`src/rtl/shift_cmd_seq_pkg.sv`:
```
// Shared types and widths for the shift-register command sequencer.
package shift_pkg;

  localparam int DW = 4;
  localparam int CW = 4;

  typedef enum logic [1:0] {
    OP_NOP  = 2'd0,
    OP_LOAD = 2'd1,
    OP_SHL  = 2'd2,
    OP_SHR  = 2'd3
  } shift_op_e;

  typedef enum logic [1:0] {
    ST_IDLE  = 2'd0,
    ST_LOAD  = 2'd1,
    ST_SHIFT = 2'd2,
    ST_DONE  = 2'd3
  } seq_state_e;

endpackage

```
`src/rtl/shift_cmd_seq_if.sv`:
```
// Command handshake between an upstream controller (master) and the sequencer (slave).
interface shift_cmd_if;
  import shift_pkg::*;

  logic            cmd_valid;
  logic            cmd_ready;
  shift_op_e       cmd_op;
  logic [DW-1:0]   cmd_data;
  logic [CW-1:0]   cmd_amt;

  modport master (output cmd_valid, cmd_op, cmd_data, cmd_amt, input cmd_ready);
  modport slave  (input cmd_valid, cmd_op, cmd_data, cmd_amt, output cmd_ready);

endinterface

```
`src/rtl/shift_cmd_seq_step_counter.sv`:
```
// Loadable down-counter for single-step shift expansion; o_term flags the final step.
module step_counter #(
  parameter int CW = 4
) (
  input  logic          clk,
  input  logic          rst,
  input  logic          i_load,
  input  logic [CW-1:0] i_load_val,
  input  logic          i_dec,
  output logic          o_term
);

  logic [CW-1:0] r_count;

  always_ff @(posedge clk or posedge rst) begin
    if (rst) begin
      r_count <= '0;
    end else if (i_load) begin
      r_count <= i_load_val;
    end else if (i_dec && (r_count != '0)) begin
      r_count <= r_count - CW'(1);
    end
  end

  assign o_term = (r_count == CW'(1));

endmodule

```
`src/rtl/shift_cmd_seq.sv`:
```
// Command sequencer driving the 4-bit shift register's d_in/s_cnt/sl/sr/ld controls.
// Optional build macro SHIFT_SEQ_BURST_EN: a shift of N issues one strobe with s_cnt=N.
//
// state   | meaning
// IDLE    | waiting for a command, cmd_ready=1
// LOAD    | ld strobe cycle
// SHIFT   | sl/sr strobe cycle(s)
// DONE    | done pulse, cmd_ready=1 (next command may be accepted)
module shift_cmd_seq
  import shift_pkg::*;
(
  input  logic          clk,
  input  logic          rst,
  shift_cmd_if.slave    cmd,
  output logic [DW-1:0] o_d_in,
  output logic [CW-1:0] o_s_cnt,
  output logic          o_sl,
  output logic          o_sr,
  output logic          o_ld,
  output logic          o_busy,
  output logic          o_done
);

  localparam logic [1:0] S_IDLE  = 2'(ST_IDLE);
  localparam logic [1:0] S_LOAD  = 2'(ST_LOAD);
  localparam logic [1:0] S_SHIFT = 2'(ST_SHIFT);
  localparam logic [1:0] S_DONE  = 2'(ST_DONE);

  logic [1:0]    r_state;
  logic [1:0]    w_nxt;
  logic          r_ready;
  logic          r_left;
  logic          w_left;
  logic          w_accept;
  logic          w_shift_cmd;
  logic          w_last;
  logic [CW-1:0] w_s_cnt_nxt;

  assign w_accept    = cmd.cmd_valid && r_ready;
  assign w_shift_cmd = ((cmd.cmd_op == OP_SHL) || (cmd.cmd_op == OP_SHR)) && (cmd.cmd_amt != '0);
  assign w_left      = w_accept ? (cmd.cmd_op == OP_SHL) : r_left;
  assign cmd.cmd_ready = r_ready;

`ifdef SHIFT_SEQ_BURST_EN
  assign w_last = 1'b1;
`else
  step_counter #(.CW(CW)) u_step_counter (
    .clk        (clk),
    .rst        (rst),
    .i_load     (w_accept),
    .i_load_val (cmd.cmd_amt),
    .i_dec      (r_state == S_SHIFT),
    .o_term     (w_last)
  );
`endif

  always_comb begin
    w_nxt = r_state;
    case (r_state)
      S_IDLE, S_DONE: begin
        if (w_accept) begin
          if (cmd.cmd_op == OP_LOAD) w_nxt = S_LOAD;
          else if (w_shift_cmd)      w_nxt = S_SHIFT;
          else                       w_nxt = S_DONE;
        end else begin
          w_nxt = S_IDLE;
        end
      end
      S_LOAD:  w_nxt = S_DONE;
      S_SHIFT: w_nxt = w_last ? S_DONE : S_SHIFT;
      default: w_nxt = S_IDLE;
    endcase
  end

  // Only entry from an accepted command reaches SHIFT in burst mode, so cmd_amt is live here.
  always_comb begin
    w_s_cnt_nxt = '0;
    if (w_nxt == S_SHIFT) begin
`ifdef SHIFT_SEQ_BURST_EN
      w_s_cnt_nxt = cmd.cmd_amt;
`else
      w_s_cnt_nxt = CW'(1);
`endif
    end
  end

  // Outputs are registered from the next state so they line up with the state itself.
  always_ff @(posedge clk or posedge rst) begin
    if (rst) begin
      r_state <= S_IDLE;
      r_ready <= 1'b1;
      r_left  <= 1'b0;
      o_d_in  <= '0;
      o_s_cnt <= '0;
      o_sl    <= 1'b0;
      o_sr    <= 1'b0;
      o_ld    <= 1'b0;
      o_busy  <= 1'b0;
      o_done  <= 1'b0;
    end else begin
      r_state <= w_nxt;
      r_ready <= (w_nxt == S_IDLE) || (w_nxt == S_DONE);
      r_left  <= w_left;
      if (w_accept && (cmd.cmd_op == OP_LOAD)) o_d_in <= cmd.cmd_data;
      o_s_cnt <= w_s_cnt_nxt;
      o_sl    <= (w_nxt == S_SHIFT) && w_left;
      o_sr    <= (w_nxt == S_SHIFT) && !w_left;
      o_ld    <= (w_nxt == S_LOAD);
      o_busy  <= (w_nxt == S_LOAD) || (w_nxt == S_SHIFT);
      o_done  <= (w_nxt == S_DONE);
    end
  end

endmodule

```
`src/flat_wrapper.sv`:
```
// flat-port wrapper written by rule: the top's interface ports become plain ports
module shift_cmd_seq_flat import shift_pkg::*;
  (clk, rst, o_d_in, o_s_cnt, o_sl, o_sr, o_ld, o_busy, o_done, cmd_cmd_valid, cmd_cmd_op, cmd_cmd_data, cmd_cmd_amt, cmd_cmd_ready);
  shift_cmd_if cmd_i ();
  input  logic clk;
  input  logic rst;
  output logic [DW-1:0] o_d_in;
  output logic [CW-1:0] o_s_cnt;
  output logic o_sl;
  output logic o_sr;
  output logic o_ld;
  output logic o_busy;
  output logic o_done;
  input wire logic [$bits(cmd_i.cmd_valid)-1:0] cmd_cmd_valid;
  input wire logic [$bits(cmd_i.cmd_op)-1:0] cmd_cmd_op;
  input wire logic [$bits(cmd_i.cmd_data)-1:0] cmd_cmd_data;
  input wire logic [$bits(cmd_i.cmd_amt)-1:0] cmd_cmd_amt;
  output wire logic [$bits(cmd_i.cmd_ready)-1:0] cmd_cmd_ready;
  assign cmd_i.cmd_valid = cmd_cmd_valid;
  assign cmd_i.cmd_op = cmd_cmd_op;
  assign cmd_i.cmd_data = cmd_cmd_data;
  assign cmd_i.cmd_amt = cmd_cmd_amt;
  assign cmd_cmd_ready = cmd_i.cmd_ready;
  shift_cmd_seq u_core (.clk(clk), .rst(rst), .cmd(cmd_i), .o_d_in(o_d_in), .o_s_cnt(o_s_cnt), .o_sl(o_sl), .o_sr(o_sr), .o_ld(o_ld), .o_busy(o_busy), .o_done(o_done));
endmodule
```
`config.mk`:
```
export PLATFORM = sky130hd
export DESIGN_NAME = shift_cmd_seq_flat
export DESIGN_NICKNAME = d
export VERILOG_FILES = /design/src/rtl/shift_cmd_seq_pkg.sv /design/src/rtl/shift_cmd_seq_if.sv /design/src/rtl/shift_cmd_seq_step_counter.sv /design/src/rtl/shift_cmd_seq.sv /design/src/flat_wrapper.sv
export SDC_FILE = /design/constraint.sdc
export NUM_CORES = 1
export LEC_CHECK = 0
export BUFFER_PORTS_ARGS = -buffer_cell sky130_fd_sc_hd__buf_2
export CORE_UTILIZATION = 48
export DETAILED_ROUTE_END_ITERATION = 12
export MAX_ROUTING_LAYER = met4
export PLACE_DENSITY = 0.76
export SETUP_SLACK_MARGIN = 0.2
export SLEW_MARGIN = 20
export SYNTH_ARGS = -nofsm -noshare
export SYNTH_HDL_FRONTEND = slang
export SYNTH_SLANG_ARGS = --single-unit
```
`constraint.sdc`:
```
create_clock -name clk -period 1.95 [get_ports clk]
set_clock_uncertainty 0.15 [all_clocks]
set_input_delay 0.2925 -clock clk [delete_from_list [all_inputs] [get_ports clk]]
set_output_delay 0.2925 -clock clk [all_outputs]
set_load 0.02 [all_outputs]
```
==> impl_metrics.toml <==
[yosys]
post-synth-top-area-cell = "dfrtp_1"
synthTopCellsByCount = "dfrtp_1 (17), inv_1 (10), ha_1 (7)"
syn_avg_cell_area_um2 = 11.5
synth_edf_count = 0
yosysMostFrequentCell = "dfrtp_1"
ys_top_cells_by_area = "dfrtp_1 (49%), ha_1 (10%), mux2_2 (5.2%)"
synth.distinct_cells = 26
yosysSeqAreaShare_pct = 52.5
ys.flop_type = "dfrtp_1"
yosysTopAreaCellShare_pct = 49.4
ys_seq_elements = 18
yosysWarnings = 0
synthArstFlopShare_pct = 100
syn_inst = 75
syn_area_um2 = 861

[pwr]
power_frac_comb_pct = 47.7
p_clk_share_pct = 13.0
pwr_density_cell_nw_per_um2 = 1590
power_leakage_nw = 0.551
switching_share_pct = 39.2
power.internal_w = 0.00104
ir_drop_uv = 1040
power_switching_w = 0.000670
seq_power_share_pct = 39.2

[setup_path]
cp.arrival_ns = 1.69
end_kind = "flop"
crit_type = "reg -> reg"
cp.required_ns = 1.98
cp_max_fo = 3
start_kind = "flop"
reg2reg_depth = 7

[floorplanning]
design.core.area_um2 = 1590
rows = 14
io_pins = 27
die-area_um2 = 1970
initial_core_util_pct = 54.0
die-height_um = 44.4
die_x_um = 44.4

[drt]
wire_per_inst_um = 11.6
vias = 634
ant_nets = 0
via_per_inst = 4.99
first_pass_iters = 4
wirelength_um = 1480
drc = 0
drt_iter0_drc = 22

[cts]
clockBufferDepth = 2
clkLatencyLatePin_ns = 0.29
cts_tree = "done"
cts_buffers = 3
clkSlewWorstSetupHoldPaths_ns = 0.10
clock_sinks = 18
htreeDepth = 1
clock-root-buffer = "clkbuf_4"

[sta]
timing.final.crit_share_pct = 85.2
fin_tns_setup_ns = 0
hold_violations = 0
max_freq_ghz = 0.602
drv_slew = 0
hold-worst-slack_ns = 0.0764
setup_violations = 0
grt_setup_unrepaired = "yes"
relSlewSlack_pct = 57.6
tightest_slew_ns = 0.635
min_period_ns = 1.66

[global_routing]
grt_pass1_vias = 568
grt.overflow.total = 0
grt_first_pass_wirelength_um = 2360
use_met3_pct = 3.67
grt_busiest_layer = "met2"
antenna_found_initial = 0
gr-usage-met1_pct = 21.2
grtUsageMet2_pct = 27.9
grt_max_degree = 19
grt_util_all_layers_pct = 17.1

[finish]
antenna_cells = 0
syn_to_final_growth_pct = 24.9
drive_gt1_share_pct = 41.7
top_regs = "u_core.o_d_in (4), u_core.u_step_counter.r_count (4), u_core.r_state (2)"
finalNetCount = 124

[place]
hpwl_um = 1110
gp_congestion = 0.746
port_buffers = 23

[flow_run]
cap_viol_max_count = 0

[hold_path]
hold_depth = 2
hold_path_class = "in -> reg"

[status]
outcome = "finished, final reports clean"
==> critical path, cell delays in order (launching register included) <==
cell and delay [ns]:
dfrtp_1 0.39, inv_1 0.06, ha_2 0.18, nor2b_4 0.15, a31oi_2 0.11, o21a_1 0.21, ha_4 0.17, nor2b_1 0.12
==> layout by cell type, fill, tap and decap left out <==
cell type / count
clkbuf_8: 1
inv_1: 10
conb_1: 3
a31oi_2: 1
ha_1: 5
buf_2: 23
mux2i_1: 1
buf_4: 1
nand2_2: 1
nor2b_1: 1
nor2b_4: 1
and4b_1: 1
o21ai_0: 3
o21a_1: 1
a31oi_1: 3
a21oi_1: 3
dfrtp_1: 16
nand3_2: 1
or3_1: 2
ha_4: 1
nand4_1: 1
nor2_1: 5
mux2_2: 4
clkbuf_4: 3
o41ai_1: 1
dfstp_2: 1
a21boi_0: 1
nor4b_2: 1
nor2b_2: 1
ha_2: 1
nor3b_2: 1
and2_1: 1
dfrtp_2: 1
o21ai_1: 1
dlygate4sd3_1: 1
==> cell type report <==
| class | count | area [µm²] |
|---|---|---|
| Multi-Input combinational cell | 46 | 385 |
| Fill cell | 118 | 519 |
| Sequential cell | 18 | 453 |
| Clock buffer | 4 | 36.3 |
| Inverter | 10 | 37.5 |
| Tap cell | 24 | 30.0 |
| Timing Repair Buffer | 25 | 133 |
==> power by group through the flow <==
stage                     Clock (W)  Combinational (W)  Sequential (W)
after floorplan                   0           0.000404        0.000781
after global placement            0           0.000707        0.000664
after detailed placement          0           0.000735        0.000668
after CTS                  0.000223           0.000747        0.000663
after global routing       0.000242           0.000920        0.000691
final                      0.000223           0.000816        0.000671
==> worst paths after layout <==
path                                   start                                to  slack, ns
setup / recovery           u_core.r_state[0]                       u_core.o_sl       0.29
hold / removal               cmd_cmd_data[0]                  u_core.o_d_in[0]       0.08
setup reg to reg           u_core.r_state[0]                       u_core.o_sl       0.29
hold reg to reg             u_core.o_d_in[0]                  u_core.o_d_in[0]       0.36
max in group asynchronous                rst  u_core.u_step_counter.r_count[0]       0.72
min in group asynchronous                rst                  u_core.o_d_in[2]       0.49
==> metrics by stage <==
stage | area [µm²] | power (W) | instances | setup slack, ns | util, %
CTS | 1040 | 0.00163 | 126 | 0.209 | 65.2
global route | 1070 | 0.00185 | 127 | 0.151 | 67.4
detailed placement | 991 | 0.00140 | 121 | 0.206 | 62.2
global placement | 991 | 0.00137 | 121 | 0.236 | 62.2
finish | 1070 | 0.00171 | 127 | 0.288 | 67.4
floorplan | 868 | 0.00119 | 77 | 0.353 | -
==> kinds of logic (layout without fill, tap and decap cells) <==
| family | Yosys count | in the layout | synth area share [%] |
|---|---|---|---|
| buffers and inverters | 13 | 39 | 6.98 |
| DFF | 18 | 18 | 52.5 |
| adders and majority gates | 7 | 7 | 10.2 |
| AOI/OAI and AO/OA | 14 | 14 | 9.74 |
| muxes | 5 | 5 | 6.40 |
| other | 1 | 3 | 0.436 |
| and+or+nand+nor | 17 | 17 | 13.8 |
==> routing by layer <==
| layer | routed length [µm] | up-vias |
|---|---|---|
| met1 | 592 | 299 |
| met4 | 21 | 0 |
| met5 | 0 | - |
| li1 | - | 306 |
| met2 | 796 | 23 |
| met3 | 65 | 6 |
==> what timing repair did <==
action	4_1_cts	5_1_grt
pin swaps	0	0
buffers inserted	0	1
gates resized for setup	1	6
hold buffers	1	0
hold endpoints to repair	17	0
setup endpoints to repair	2	6
(Power assumes the default switching activity.)
